File: src/rtl/shift_pkg.sv
// Shared definitions for the iterative shift unit and its one-bit step stage.
//   - SHIFT_WIDTH : default operand/result width
//   - op_t        : shift op encodings (2'b11 is reserved and behaves as SLL)
//   - state_t     : sequencer states
package shift_pkg;

    localparam int SHIFT_WIDTH = 32;

    typedef enum logic [1:0] {
        OP_SLL = 2'b00,
        OP_SRL = 2'b01,
        OP_SRA = 2'b10
    } op_t;

    typedef enum logic [1:0] {
        S_IDLE  = 2'b00,
        S_SHIFT = 2'b01,
        S_DONE  = 2'b10
    } state_t;

endpackage

File: src/rtl/shift_step1.sv
// One-bit combinational shift stage.
//   op   : 2'b00 SLL, 2'b01 SRL, 2'b10 SRA, 2'b11 treated as SLL
//   din  : operand
//   dout : din shifted by exactly one position
// Built bit-by-bit so it can be replicated as one rank of a barrel shifter.
module shift_step1
    import shift_pkg::*;
#(
    parameter int WIDTH = SHIFT_WIDTH
) (
    input  logic [1:0]       op,
    input  logic [WIDTH-1:0] din,
    output logic [WIDTH-1:0] dout
);

    logic shift_right;
    logic fill_bit;

    assign shift_right = (op == OP_SRL) || (op == OP_SRA);
    // Arithmetic right shift replicates the sign bit into the vacated MSB.
    assign fill_bit    = (op == OP_SRA) ? din[WIDTH-1] : 1'b0;

    generate
        for (genvar gi = 0; gi < WIDTH; gi++) begin : g_bit
            if (gi == 0) begin : g_lsb
                assign dout[gi] = shift_right ? din[gi+1] : 1'b0;
            end else if (gi == WIDTH - 1) begin : g_msb
                assign dout[gi] = shift_right ? fill_bit : din[gi-1];
            end else begin : g_mid
                assign dout[gi] = shift_right ? din[gi+1] : din[gi-1];
            end
        end
    endgenerate

endmodule

File: src/rtl/shift_seq_unit.sv
// Iterative multi-cycle shifter: one bit position per clock.
//   clk   : rising-edge clock
//   rst_n : synchronous active-low reset
//   start : request, only honoured in IDLE
//   op    : shift op (SLL/SRL/SRA, 2'b11 = SLL), sampled with start
//   src   : operand, sampled with start
//   shamt : unsigned shift amount, sampled with start
//   busy  : high whenever not IDLE
//   done  : one-cycle pulse, dout valid
//   dout  : accumulator; holds the last result until the next accept
module shift_seq_unit
    import shift_pkg::*;
#(
    parameter int WIDTH = SHIFT_WIDTH,
    parameter int SHW   = 5
) (
    input  logic             clk,
    input  logic             rst_n,
    input  logic             start,
    input  logic [1:0]       op,
    input  logic [WIDTH-1:0] src,
    input  logic [SHW-1:0]   shamt,
    output logic             busy,
    output logic             done,
    output logic [WIDTH-1:0] dout
);

    state_t           state_reg;
    logic [WIDTH-1:0] acc_reg;
    logic [WIDTH-1:0] acc_next;
    logic [SHW-1:0]   cnt_reg;
    logic [1:0]       op_reg;
    logic             busy_reg;
    logic             done_reg;

    shift_step1 #(
        .WIDTH (WIDTH)
    ) u_step (
        .op   (op_reg),
        .din  (acc_reg),
        .dout (acc_next)
    );

    // busy/done are registered alongside the state so they always equal
    // a decode of state_reg without any path from the inputs.
    always_ff @(posedge clk) begin
        if (!rst_n) begin
            state_reg <= S_IDLE;
            acc_reg   <= '0;
            cnt_reg   <= '0;
            op_reg    <= OP_SLL;
            busy_reg  <= 1'b0;
            done_reg  <= 1'b0;
        end else begin
            case (state_reg)
                S_IDLE: begin
                    if (start) begin
                        acc_reg  <= src;
                        cnt_reg  <= shamt;
                        op_reg   <= op;
                        busy_reg <= 1'b1;
                        // A zero shift skips straight to the result cycle.
                        if (shamt == '0) begin
                            state_reg <= S_DONE;
                            done_reg  <= 1'b1;
                        end else begin
                            state_reg <= S_SHIFT;
                        end
                    end
                end
                S_SHIFT: begin
                    acc_reg <= acc_next;
                    cnt_reg <= cnt_reg - SHW'(1);
                    if (cnt_reg == SHW'(1)) begin
                        state_reg <= S_DONE;
                        done_reg  <= 1'b1;
                    end
                end
                S_DONE: begin
                    // start is ignored here; the earliest re-accept is next cycle.
                    state_reg <= S_IDLE;
                    busy_reg  <= 1'b0;
                    done_reg  <= 1'b0;
                end
                default: begin
                    state_reg <= S_IDLE;
                    busy_reg  <= 1'b0;
                    done_reg  <= 1'b0;
                end
            endcase
        end
    end

    assign busy = busy_reg;
    assign done = done_reg;
    assign dout = acc_reg;

endmodule

File: config.mk
export PLATFORM = sky130hd
export DESIGN_NAME = shift_seq_unit
export DESIGN_NICKNAME = d
export VERILOG_FILES = /design/src/rtl/shift_pkg.sv /design/src/rtl/shift_step1.sv /design/src/rtl/shift_seq_unit.sv
export SDC_FILE = /design/constraint.sdc
export NUM_CORES = 1
export LEC_CHECK = 0
export CORE_ASPECT_RATIO = 0.5
export CORE_UTILIZATION = 40
export DETAILED_ROUTE_END_ITERATION = 8
export PLACE_DENSITY = 0.69
export SYNTH_ARGS = -nofsm -noshare
export SYNTH_HDL_FRONTEND = slang
export SYNTH_SLANG_ARGS = --single-unit
File: constraint.sdc
create_clock -name clk -period 3.5 [get_ports clk]
set_clock_uncertainty 0.15 [all_clocks]
set_input_delay 0.875 -clock clk [delete_from_list [all_inputs] [get_ports clk]]
set_output_delay 0.875 -clock clk [all_outputs]
set_load 0.1 [all_outputs]
== Word-level counts from Yosys, hierarchy flattened ==
Index checks and enable logic that the tools add are counted.
Widths: inputs -> output; s select.

* Flip-flop bits (word level): 43
* Output and inout bits: 34
* Logic and storage cells: 74

* $add $sub $neg: 1
* Eq/ne operators: 8
* Muxes and demuxes: 47
* Bitwise operators: 1
* Reductions and logical operators: 10

{| class="wikitable"
|+ Operators by type and width
! operator !! count
|-
| $pmux 32 s2 || 1
|-
| $mux 1 || 37
|-
| $mux 32 || 1
|-
| $pmux 5 s2 || 1
|-
| $reduce_and 2->1 || 4
|-
| $mux 2 || 3
|-
| $ne 2x2->1 const B || 3
|-
| $reduce_and 3->1 || 2
|-
| $eq 5x1->1 const B || 1
|-
| $logic_not 5->1 || 1
|-
| $mux 5 || 1
|-
| $sub 5x1->5 const B || 1
|-
| $eq 2x1->1 const B || 2
|-
| $pmux 1 s2 || 2
|-
| $pmux 2 s2 || 1
|-
| $ne 3x3->1 const B || 1
|-
| $eq 2x2->1 const B || 1
|-
| $logic_not 2->1 || 1
|-
| $reduce_bool 2->1 || 1
|-
| $logic_or 1x1->1 || 1
|-
| $not 1->1 || 1
|}

== Logic depth before layout (Yosys ltp) ==
* Depth in word-level cells: 4
* Mapped depth: 7
* Mapped depth without buffers: 5

== Modules after synthesis ==
From an unflattened synthesis, not the netlist that was laid out.

* Cell total of the unflattened synthesis: 287
* Area, all modules: 2771.4 µm²

{| class="wikitable"
|+ By module, submodules not included
! module !! times used !! cells an instance !! area an instance (µm²) !! sequential area each (µm²)
|-
| shift_seq_unit || 1 || 247 || 2230.9 || 860.8
|-
| shift_step1 || 1 || 40 || 540.5 || 0.0
|}

== Worst setup path after synthesis ==
OpenSTA, ideal clock, no wires.

* Path type: register to output
* From: register acc_reg[1], in the netlist dout[1]
* To: output dout[1]
* Data arrival time: 0.952 ns
* Data required time: 2.475 ns
* Path slack: 1.523 ns
* Stages on the path, launching flop included: 1
* Path buffers: 0
* Cell sequence: dfxtp_1

{| class="wikitable"
|+ RTL lines
! what !! line !! RTL
|-
| from (decl) || shift_seq_unit.sv:29 || <nowiki>logic [WIDTH-1:0] acc_reg;</nowiki>
|-
| from (signal assigned) || shift_seq_unit.sv:58 || <nowiki>acc_reg <= src;</nowiki>
|-
| from (signal assigned) || shift_seq_unit.sv:72 || <nowiki>acc_reg <= acc_next;</nowiki>
|-
| to (decl) || shift_seq_unit.sv:25 || <nowiki>output logic [WIDTH-1:0] dout</nowiki>
|}

No word-level cell between the ends.

== Worst setup path after layout ==
* From: input start
* To: register acc_reg[10], in the netlist dout[10]

* Word-level cells in the longest chain between the ends: 2

{| class="wikitable"
|+ RTL lines
! what !! line !! RTL
|-
| from (decl) || shift_seq_unit.sv:19 || <nowiki>input logic start,</nowiki>
|-
| $ne 2x2->1 (no source line) || -- ||
|-
| $reduce_and 2->1 (no source line) || -- ||
|}

Every way passes these cells.
A chain may end at the register's enable or synchronous reset.

==> results.py <==
metrics = {
    "floorplanning": {
        "initial_core_util_pct": 42.5,
        "io_pins": 76,
        "die_h_um": 59.4,
        "rows": 20,
        "die_area_um2": 6950,
        "die-width_um": 117,
        "coreArea_um2": 6210,
    },
    "synthesis": {
        "synth_edf_count": 0,
        "synth_xor_xnor_area_share_pct": 0,
        "ys_ff_latch": 43,
        "ys_warn_count": 0,
        "yosys.area.top_type_share_pct": 32.6,
        "synth_common_cells": "dfxtp_1 (43), nor2_1 (36), o21ai_0 (30)",
        "synthesis.area_um2": 2640,
        "synth_seq_area_share_pct": 32.6,
        "synth_top_family_by_area": "compound AO/OA/AOI/OAI gates",
        "synth-simple-area-share_pct": 10.9,
        "synth_flop_cell": "dfxtp_1",
        "ys_types": 42,
        "synth_compound_area_share_pct": 29.8,
        "yosysTopAreaCell": "dfxtp_1",
        "async_flop_share_pct": 0,
        "synthAdderAreaFrac_pct": 1.42,
        "netlist_top_cells_area": "dfxtp_1 (33%), a221oi_2 (16%), mux2_4 (15%)",
        "syn_inst": 251,
        "synth_nets": 296,
        "synthMuxAreaShare_pct": 17.4,
        "postSynthAreaPerCell_um2": 10.5,
        "yosysMostFrequentCell": "dfxtp_1",
    },
    "worst_setup_path": {
        "worstReg2RegStart": "op_reg[0]",
        "crit_chain": "clkdlybuf4s50_1, o21bai_4, buf_12, a221oi_2, nor2_1",
        "slowest_stage": "o21bai_4",
        "critPathLaunchType": "primary input",
        "arrival_ps": 2530,
        "critPathTopFamily": "buffers and inverters",
        "crit_buf_inv": 2,
        "worst_path_largest_cell_delay_ps": 620,
        "r2r_slack_ps": 1080,
        "crit_required_ps": 3560,
        "r2r_end": "dout[7]",
        "cp_max_fo": 19,
        "r2r.worst_path.cells": 6,
        "path_class": "in -> reg",
        "endpoint_kind": "register",
    },
    "sta": {
        "slew_violations": 0,
        "finalSetupViolations": 0,
        "relSlewSlack_pct": 41.8,
        "hold_violations": 0,
        "rsz0062_at_grt": "no",
        "finalCritPeriodShare_pct": 70.6,
        "min_period_ps": 2470,
        "timing.hold.ws_ps": 349,
        "worstMarginPinSlew_ps": 871,
        "fin_setup_tns_ps": 0,
        "fmax_mhz": 405,
    },
    "cells_and_area": {
        "seq_area_um2": 861,
        "insertedDiodeCount": 0,
        "fill_cells": 552,
        "layout.nets": 358,
        "syn_to_final_growth_pct": 30.4,
        "largest_reg_flops": 32,
        "utilization_pct": 55.5,
        "drive_above_1_share_pct": 36.9,
        "multi_input_area_um2": 1580,
    },
    "place": {
        "gp_congestion": 0.803,
        "numPortBuffers": 75,
        "post-dp-hpwl_mm": 4.48,
    },
    "global_route": {
        "grt_pass1_wl_mm": 10.8,
        "grt_antenna_before_repair": 0,
        "grt_start_max_net_pins": 39,
        "grt_overflow": 0,
        "grt_pass1_vias": 2197,
        "grt_usage_pct": 19.7,
    },
    "routing": {
        "vias_per_cell": 5.52,
        "wl_met2_mm": 3.19,
        "totalWireLength_mm": 6.54,
        "dr_wl_met3_um": 203,
        "post-route-drc-count": 0,
        "wl_met1_mm": 3.09,
        "antenna_left": 0,
        "drtIter0Drc": 97,
        "dr.pass1.iters": 4,
        "vias": 2221,
        "top_layer_used": "met4",
        "routedWlPerCell_um": 16.3,
    },
    "clock_network": {
        "cts-root-buf": "clkbuf_16",
        "ctsHtreeMaxLevel": 2,
        "clkLatencyLatePin_ps": 280,
        "clockBufferDepth": 2,
        "cts_buffers": 5,
        "clock_sinks": 43,
        "clk_pin_slew_ps": 60,
        "ctsResizeCount": 0,
        "post_cts_buffers": 0,
        "hold_buffers": 0,
        "cts_tree": "built",
    },
    "hold_path": {
        "min_path_cells": 2,
        "worstHoldStart": "busy",
        "min_to": "busy",
        "min_path_type": "reg -> reg",
    },
    "power_and_ir_drop": {
        "leakagePower_nw": 1.42,
        "powerDensity_nw_per_um2": 640,
        "vdd_drop_max_mv": 0.296,
        "design_power_total_w": 0.00220,
    },
    "run_status": {
        "status": "completed",
    },
    "run": {
        "maxCapViolCount": 0,
    },
}
[worst max-delay path by stage]
stage	start	to	cells past startpoint
detailed placement	start	dout[10]	5
floorplan	dout[1]	dout[1]	0
finish	start	dout[10]	5
global placement	start	dout[28]	5
global route	start	dout[25]	5
CTS	start	dout[10]	5
[placed cells by master (no fill, tap or decap), types with 2 or more instances in the layout]
cell type        instances
dfxtp_1                 43
clkdlybuf4s50_1         41
buf_4                   38
nor2_1                  36
o21ai_0                 30
a221oi_2                29
mux2_4                  27
a21oi_1                  6
a211oi_1                 6
clkbuf_16                5
inv_1                    4
nor3_1                   4
o221a_2                  3
mux2_2                   3
mux2i_1                  2
nand2b_1                 2
nand2_1                  2
nor2b_1                  2
nor3b_1                  2
and3_1                   2
ha_1                     2
clkbuf_8                 2
[logic make-up after synthesis]
logic type               count (synthesis)
AO/OA/AOI/OAI                           84
AND/OR/NAND/NOR                         59
flip-flops                              43
buffers and inverters                   30
multiplexers                            32
adder cells (fa/ha/maj)                  3
[cell type report]
| type | instances | share of cell area [%] |
|---|---|---|
| flip-flops and latches | 43 | 25.0 |
| inverters | 5 | 0.545 |
| multi-input cells | 178 | 45.9 |
| well taps | 88 | 3.20 |
| repair buffers | 80 | 20.8 |
| clock buffers | 8 | 4.54 |
[per-stage QoR]
stage	instances	worst slack (ps)	area (um^2)
5_1_grt	402	932	3440
6_report	402	1030	3440
3_3_place_gp	394	827	3290
3_5_place_dp	394	759	3290
2_1_floorplan	251	1520	2640
4_1_cts	402	1030	3440
[worst min-delay path: cells and delay by family (launching register included)]
family / cells / cell delay [ps]
AO/OA/AOI/OAI: 1 / 50
flip-flops: 1 / 340
AND/OR/NAND/NOR: 1 / 80
[report_power, final]
part           switching [W]  total (W)  internal [W]  leakage (nW)
clock network       0.000186   0.000490      0.000304        0.0772
logic               0.000701    0.00106      0.000357         0.981
registers          0.0000902   0.000654      0.000564         0.357
total               0.000978    0.00220       0.00122          1.42
[layer usage]
| layer | vias to the layer above | global-route usage, % |
|---|---|---|
| li1 | 1074 | - |
| met2 | 34 | 34.4 |
| met3 | 4 | 4.19 |
| met4 | 0 | 4.52 |
| met5 | - | 0 |
| met1 | 1109 | 25.1 |
(Power assumes the default switching activity.)
